`src/rtl/svcs_trnx_arbiter.sv`:
```
// svcs_trnx_arbiter
//
// Round-robin arbiter that grants one of N_REQ requesters at a time and
// serialises its transaction onto a single output stream. Each transaction is
// a three-word header (trnx_type with out_sof, trnx_id, payload count),
// followed by the winner's payload words passed through combinationally.
// Requests whose payload count exceeds MAX_PAYLOADS are rejected with a
// one-cycle grant and an err_size pulse, and produce no output beats.
//
// Ports
//   clk, rst          : clock (rising edge), asynchronous active-high reset
//   req               : per-requester request, held until granted
//   req_trnx_type     : per-requester header type word      (N_REQ*DATA_W)
//   req_trnx_id       : per-requester header id word        (N_REQ*DATA_W)
//   req_n_payloads    : per-requester payload count         (N_REQ*13)
//   gnt               : one-hot grant, held for the whole transaction
//   pl_valid, pl_data : per-requester payload stream in
//   pl_ready          : per-requester payload accept (winner only, PAYLOAD only)
//   out_valid/out_data/out_sof/out_last, out_ready : output stream
//   busy              : high whenever the FSM is not idle
//   err_size          : one-cycle pulse on a rejected oversize request

module svcs_trnx_arbiter #(
    parameter int unsigned N_REQ        = 4,
    parameter int unsigned DATA_W       = 32,
    parameter int unsigned MAX_PAYLOADS = 4096
) (
    input  logic                    clk,
    input  logic                    rst,
    input  logic [N_REQ-1:0]        req,
    input  logic [N_REQ*DATA_W-1:0] req_trnx_type,
    input  logic [N_REQ*DATA_W-1:0] req_trnx_id,
    input  logic [N_REQ*13-1:0]     req_n_payloads,
    output logic [N_REQ-1:0]        gnt,
    input  logic [N_REQ-1:0]        pl_valid,
    input  logic [N_REQ*DATA_W-1:0] pl_data,
    output logic [N_REQ-1:0]        pl_ready,
    output logic                    out_valid,
    output logic [DATA_W-1:0]       out_data,
    output logic                    out_sof,
    output logic                    out_last,
    input  logic                    out_ready,
    output logic                    busy,
    output logic                    err_size
);

    localparam int unsigned IdxW  = (N_REQ > 1) ? $clog2(N_REQ) : 1;
    // Bits of the payload count that fit into an output word.
    localparam int unsigned NpW   = (DATA_W < 13) ? DATA_W : 13;
    localparam logic [13:0] MaxPl = 14'(MAX_PAYLOADS);

    localparam logic [2:0] S_IDLE     = 3'd0;
    localparam logic [2:0] S_HDR_TYPE = 3'd1;
    localparam logic [2:0] S_HDR_ID   = 3'd2;
    localparam logic [2:0] S_HDR_NP   = 3'd3;
    localparam logic [2:0] S_PAYLOAD  = 3'd4;
    localparam logic [2:0] S_ERR      = 3'd5;

    logic [2:0]        state_q, state_d;
    logic [N_REQ-1:0]  gnt_q, gnt_d;
    // Updated at the grant edge, so outside IDLE this is also the current winner.
    logic [IdxW-1:0]   last_winner_q, last_winner_d;
    logic [DATA_W-1:0] type_q, type_d;
    logic [DATA_W-1:0] id_q, id_d;
    logic [12:0]       np_q, np_d;
    logic [12:0]       cnt_q, cnt_d;

    logic              rr_found;
    logic [IdxW-1:0]   rr_idx;
    logic [DATA_W-1:0] sel_type;
    logic [DATA_W-1:0] sel_id;
    logic [12:0]       sel_np;
    logic              beat;

    // Round-robin search starting just above the previous winner.
    always_comb begin
        int unsigned cand;
        rr_found = 1'b0;
        rr_idx   = '0;
        cand     = 0;
        for (int unsigned k = 1; k <= N_REQ; k++) begin
            cand = (32'(last_winner_q) + k) % N_REQ;
            if (!rr_found && req[cand]) begin
                rr_found = 1'b1;
                rr_idx   = IdxW'(cand);
            end
        end
    end

    always_comb begin
        sel_type = req_trnx_type[32'(rr_idx) * DATA_W +: DATA_W];
        sel_id   = req_trnx_id[32'(rr_idx) * DATA_W +: DATA_W];
        sel_np   = req_n_payloads[32'(rr_idx) * 13 +: 13];
    end

    assign beat = out_valid && out_ready;

    // Next-state logic.
    always_comb begin
        state_d       = state_q;
        gnt_d         = gnt_q;
        last_winner_d = last_winner_q;
        type_d        = type_q;
        id_d          = id_q;
        np_d          = np_q;
        cnt_d         = cnt_q;

        case (state_q)
            S_IDLE: begin
                if (rr_found) begin
                    last_winner_d  = rr_idx;
                    gnt_d          = '0;
                    gnt_d[rr_idx]  = 1'b1;
                    type_d         = sel_type;
                    id_d           = sel_id;
                    np_d           = sel_np;
                    cnt_d          = sel_np;
                    state_d        = ({1'b0, sel_np} > MaxPl) ? S_ERR : S_HDR_TYPE;
                end
            end
            S_HDR_TYPE: begin
                if (beat) state_d = S_HDR_ID;
            end
            S_HDR_ID: begin
                if (beat) state_d = S_HDR_NP;
            end
            S_HDR_NP: begin
                if (beat) begin
                    if (np_q == 13'd0) begin
                        state_d = S_IDLE;
                        gnt_d   = '0;
                    end else begin
                        state_d = S_PAYLOAD;
                    end
                end
            end
            S_PAYLOAD: begin
                if (beat) begin
                    cnt_d = cnt_q - 13'd1;
                    if (cnt_q == 13'd1) begin
                        state_d = S_IDLE;
                        gnt_d   = '0;
                    end
                end
            end
            S_ERR: begin
                state_d = S_IDLE;
                gnt_d   = '0;
                cnt_d   = '0;
            end
            default: begin
                state_d = S_IDLE;
                gnt_d   = '0;
                cnt_d   = '0;
            end
        endcase
    end

    always_ff @(posedge clk or posedge rst) begin
        if (rst) begin
            state_q       <= S_IDLE;
            gnt_q         <= '0;
            last_winner_q <= IdxW'(N_REQ - 1);
            type_q        <= '0;
            id_q          <= '0;
            np_q          <= '0;
            cnt_q         <= '0;
        end else begin
            state_q       <= state_d;
            gnt_q         <= gnt_d;
            last_winner_q <= last_winner_d;
            type_q        <= type_d;
            id_q          <= id_d;
            np_q          <= np_d;
            cnt_q         <= cnt_d;
        end
    end

    // Output stream: header words come from the latched copies, payload words
    // pass straight through from the winner so a pl_valid gap stalls the output.
    always_comb begin
        out_valid = 1'b0;
        out_data  = '0;
        out_sof   = 1'b0;
        out_last  = 1'b0;
        pl_ready  = '0;

        case (state_q)
            S_HDR_TYPE: begin
                out_valid = 1'b1;
                out_data  = type_q;
                out_sof   = 1'b1;
            end
            S_HDR_ID: begin
                out_valid = 1'b1;
                out_data  = id_q;
            end
            S_HDR_NP: begin
                out_valid          = 1'b1;
                out_data[NpW-1:0]  = np_q[NpW-1:0];
                out_last           = (np_q == 13'd0);
            end
            S_PAYLOAD: begin
                out_valid               = pl_valid[last_winner_q];
                out_data                = pl_data[32'(last_winner_q) * DATA_W +: DATA_W];
                out_last                = (cnt_q == 13'd1);
                pl_ready[last_winner_q] = out_ready;
            end
            default: begin
            end
        endcase
    end

    assign gnt      = gnt_q;
    assign busy     = (state_q != S_IDLE);
    assign err_size = (state_q == S_ERR);

endmodule
```
`config.mk`:
```
export PLATFORM = sky130hd
export DESIGN_NAME = svcs_trnx_arbiter
export DESIGN_NICKNAME = d
export VERILOG_FILES = /design/src/rtl/svcs_trnx_arbiter.sv
export SDC_FILE = /design/constraint.sdc
export NUM_CORES = 1
export LEC_CHECK = 0
export CAP_MARGIN = 0
export CORE_AREA = 2 2 189 191
export DETAILED_ROUTE_END_ITERATION = 16
export DIE_AREA = 0 0 191 193
export PLACE_DENSITY = 0.62
export SKIP_CTS_REPAIR_TIMING = 1
export SYNTH_ARGS = -nofsm -noshare
export SYNTH_HDL_FRONTEND = slang
export SYNTH_SLANG_ARGS = --single-unit
```
`constraint.sdc`:
```
create_clock -name clk -period 3.8 [get_ports clk]
set_input_delay 0.38 -clock clk [delete_from_list [all_inputs] [get_ports clk]]
set_output_delay 0.38 -clock clk [all_outputs]
set_load 0.05 [all_outputs]
```
Word-level counts from Yosys, hierarchy flattened --
Index checks and enable logic that the tools add are counted.
Operators by class: reductions and logical operators 18, muxes and demuxes 46, magnitude comparators 9, multiply operators 1, equality and inequality tests 13, div/mod/pow operators 0, shifts and indexed selects 4, bitwise operators 3, add/sub/neg operators 5
Operators with widths (number):
- 128-bit by 8-bit indexed part select with 32-bit output | 3
- 19-bit one-hot mux with 3 select lines | 1
- 13-bit one-hot mux with 4 select lines | 1
- 52-bit by 7-bit indexed part select with 13-bit output | 1
- 13-bit one-hot mux with 3 select lines | 1
- 13-bit two-way mux | 2
- 3-bit two-way mux | 8
- 4-bit two-way mux | 6
- 2-bit by 3-bit less-than comparator with 1-bit output, second input constant | 6
- 4-bit one-hot mux with 4 select lines | 1
- 3-bit one-hot mux with 5 select lines | 1
- 2-bit inequality test, second input constant | 7
- 13-bit by 1-bit equality test with 1-bit output, second input constant | 1
- 13-bit > comparator, second input constant | 1
- 13-bit zero test | 1
- 13-bit by 1-bit subtractor with 13-bit output, second input constant | 1
- 1-bit two-way mux | 12
- 6-bit AND reduction | 2
- 1-bit binary-select mux with 2-bit select | 5
- 2-bit two-way mux | 4
- 3-bit by 2-bit equality test with 1-bit output, second input constant | 2
- 3-bit equality test, second input constant | 2
- 1-bit logical AND | 6
- 2-bit by 4-bit multiplier with 6-bit output, second input constant | 1
- other kinds (15) | 23
Word-level totals: latch bits 0, RAM bits 0, memories kept 0, bits in registers 99, memory bits (read-only) 0

Longest topological paths before layout --
depth after elaboration 19, gate-level depth with buffers 15

Least setup slack after synthesis --
OpenSTA, ideal clock, no wires.
path type register to register, start point reg last_winner_q[1], end point reg state_q[2], buffers on the path 2, cell stages (with the launch flop) 13, path slack 0.392 ns, library setup time 0.129 ns, arrival 3.279 ns, path through dfstp_2 -> buf_1 -> inv_1 -> ha_1 -> or3b_2 -> a31oi_1 -> o21ai_2 -> buf_6 -> o221ai_1 -> nand3_1 -> or4_1 -> nor3_1 -> o21ai_1
Between the ends: longest elaborated chain between the ends 19
RTL lines:
- from (decl) | RTL line 62 | logic [IdxW-1:0] last_winner_q, last_winner_d;
- from (signal assigned) | RTL line 163 | last_winner_q <= IdxW'(N_REQ - 1);
- from (signal assigned) | RTL line 171 | last_winner_q <= last_winner_d;
- 2-bit by 1-bit adder with 2-bit output | RTL line 82 | cand = (32'(last_winner_q) + k) % N_REQ;
- 1-bit binary-select mux with 2-bit select | RTL line 83 | if (!rr_found && req[cand]) begin
- 1-bit two-way mux (implied by the code) | RTL line 83
- 1-bit two-way mux | RTL line 83
- 1-bit zero test | RTL line 83
- 1-bit logical AND | RTL line 83
- 1-bit two-way mux | RTL line 83
- 1-bit zero test | RTL line 83
- [3 not listed]
- 1-bit logical AND | RTL line 83
- 2-bit two-way mux | RTL line 83
- 2-bit by 4-bit multiplier with 6-bit output | RTL line 93 | sel_np = req_n_payloads[32'(rr_idx) * 13 +: 13];
- 52-bit by 7-bit indexed part select with 13-bit output | RTL line 93
- 13-bit > comparator | RTL line 118 | state_d = ({1'b0, sel_np} > MaxPl) ? S_ERR : S_HDR_TYPE;
- 3-bit two-way mux | RTL line 118
- 3-bit two-way mux | RTL line 110 | if (rr_found) begin
- 3-bit one-hot mux with 5 select lines | RTL line 108 | case (state_q)
- to (signal assigned) | RTL line 169 | state_q <= state_d;
- to (decl) | RTL line 59 | logic [2:0] state_q, state_d;
Several ways; a longest one is shown, not always the timed one. The select of a mux whose other input is x is not followed. A chain may end at the register's enable or synchronous reset.

Worst setup path after layout --
start point reg last_winner_q[0], end point reg state_q[2]
Same word-level chain as after synthesis.

==> reports/metrics.cfg <==
[synth]
synthFlopType=dfrtp_1
ys_seq_elements=99
synth_edf_count=0
yosysSeqAreaShare_pct=28.72
ys_types=59
syn_area_um2=8636
synthCells=1220
syn_area_per_cell_um2=7.079
ys.warnings.count=0
synthArstFlopShare_pct=100.0
synth_nets=1673

[drt]
dr_total_vias=10612
ant_nets=0
drt_iter0_markers=747
wire_per_inst_um=20.66
drtPass1Iterations=5
drt-vias-per-instance=5.020
routed_wl_um=43680
drc=0

[worst_setup_path]
r2r_slack_ns=0.17
crit_required_ns=4.03
rr_startpoint=last_winner_q[0]$_DFFE_PP1P_
timing.rr.end=state_q[2]$_DFFE_PP0P_
ff2ff_path_depth=10
crit_arrival_ns=3.85
path_max_fanout=25
startpoint_type=flop
path_class=flop to flop
critPathCaptureType=flop

[clock_tree]
htreeDepth=3
clk_pin_slew_worst_paths_ns=0.08
clk_root_buffer_cell=clkbuf_16
insertion_delay_ns=0.35
cts.sinks=99
clockBufferDepth=2
cts_buffers=9
cts_tree=built

[min_path]
min_delay_path_depth=2
whs_endpoint=type_q[17]$_DFFE_PP0P_
worstHoldStart=type_q[17]$_DFFE_PP0P_
hold_path_class=flop to flop

[timing]
whs_ns=0.4857
tightestPinTransition_ns=1.016
slew_violations=0
final_hold_viol_count=0
maxSlewHeadroom_pct=32.25
layout_setup_ws_ns=0.1732
max_freq_mhz=275.7
setup_viol=0
clock-skew-final_ns=0.01126
period_share_pct=95.44
period_needed_ns=3.627
tns_ns=0

[die]
start_util_pct=24.70
io_pins=492
rows=69
die-height_um=193
dieWidth_um=191
dieArea_um2=36860
coreArea_um2=34960

[global_routing]
grt_pass1_wl_um=62240
grt_pass1_vias=10359
grt_usage_pct=22.45
antenna_found_initial=4
globalRouteOverflowTotal=0
grt_max_degree=99

[final_layout]
layout_common_cells=clkdlybuf4s50_1, nand2_1, o21ai_0
nFillCells=3598
post-route-util_pct=41.04
diodes=0
area_growth_pct=66.18
drive_gt1_share_pct=7.320
nets=2101
final_common_cell=clkdlybuf4s50_1

[power_and_ir_drop]
p_leak_nw=5.870
power_density_nw_per_um2=847.3
ir_drop_mv=0.4121

[outcome]
status=completed

[placement]
dp_slack_ns=0.1729
port_buffers=491
place_hpwl_um=34880
finalWeightedCongestion=0.9129

[flow_run]
drv_cap=0

sequential cells by signal, summed over array words and instances (netlist names):
| name | flops |
|---|---|
| state_q | 3 |
| last_winner_q | 2 |
| np_q | 13 |
| cnt_q | 13 |
| gnt | 4 |
| id_q | 32 |
| type_q | 32 |
synth_stat cells, types with 3 or more instances:
library cell	count	area (um2)
nor2b_1	3	18.77
a22oi_1	38	285.3
nand3_1	76	380.4
buf_2	26	130.1
buf_1	8	30.03
dfrtp_1	97	2427
nor3_1	9	45.04
o221ai_1	25	219.0
mux2i_1	7	70.07
mux4_2	35	788.3
o22ai_1	15	93.84
o21ai_0	179	895.9
clkbuf_1	64	240.2
mux2_2	15	168.9
o221a_2	6	67.56
nor2_1	22	82.58
o31ai_1	3	22.52
inv_1	8	30.03
o211ai_1	5	37.54
a31oi_1	3	18.77
nor4_1	3	18.77
o21ai_1	14	70.07
ha_1	6	75.07
buf_6	3	33.78
and3_1	6	37.54
a21oi_1	13	65.06
nand2_1	477	1790
o221a_1	11	123.9
critical path: stages, from the launching register on:
cell	delay (ns)
dfstp_4	0.74
inv_2	0.09
ha_1	0.38
or3b_2	0.49
a31oi_1	0.29
o21ai_4	0.24
o221ai_1	0.25
nand3_1	0.19
or4_1	0.53
nor3_1	0.21
o21ai_1	0.07
per-layer routing:
layer  vias up  track usage, %  routed length (um)
met5         -               0                  36
met4         6           4.264                 701
met3        41           4.706                2918
met2       436           39.12               21750
met1      4960           28.76               18280
li1       5169               -                   -
worst max-delay path by stage:
stage                     cells after the start                     end                         start  slack [ns]
after floorplan                              12  state_q[2]$_DFFE_PP0P_  last_winner_q[1]$_DFFE_PP1P_        0.39
after global placement                       10  state_q[2]$_DFFE_PP0P_  last_winner_q[0]$_DFFE_PP1P_        0.23
after detailed placement                     10  state_q[2]$_DFFE_PP0P_  last_winner_q[0]$_DFFE_PP1P_        0.17
after CTS                                     5            out_data[25]  last_winner_q[0]$_DFFE_PP1P_        0.11
after global routing                         10  state_q[2]$_DFFE_PP0P_  last_winner_q[0]$_DFFE_PP1P_      -0.002
final                                        10  state_q[2]$_DFFE_PP0P_  last_winner_q[0]$_DFFE_PP1P_        0.17
power breakdown:
group | internal, mW | switching (mW) | total (mW)
logic | 3.34 | 5.74 | 9.08
registers | 1.61 | 0.479 | 2.09
clock network | 0.530 | 0.459 | 0.989
cell families after synthesis:
group,after synthesis,share of synthesized area (%)
AND/OR/NAND/NOR,615,28.99
AO/OA/AOI/OAI,328,23.56
buffers and inverters,112,5.563
flip-flops,99,28.72
multiplexers,59,12.20
adder cells (fa/ha/maj),6,0.8693
XOR/XNOR,1,0.1014
through the flow:
stage / total power, mW / instances / cell area, um2
2_1_floorplan: 7.961 / 1220 / 8636
4_1_cts: 12.27 / 2114 / 14340
3_3_place_gp: 11.14 / 2098 / 14020
3_5_place_dp: 11.24 / 2098 / 14020
6_report: 12.16 / 2114 / 14350
5_1_grt: 13.22 / 2114 / 14350
cell type report:
class                      count  area, um2  area share [%]
multi-input combinational   1009       5731           39.93
clock buffer                   9      225.2           1.569
inverter                       9      36.28          0.2528
sequential                    99       2485           17.31
clock inverter                 7      92.59          0.6452
tap                          461      576.8           4.019
timing repair buffer         520       5205           36.27
(Power assumes the default switching activity.)
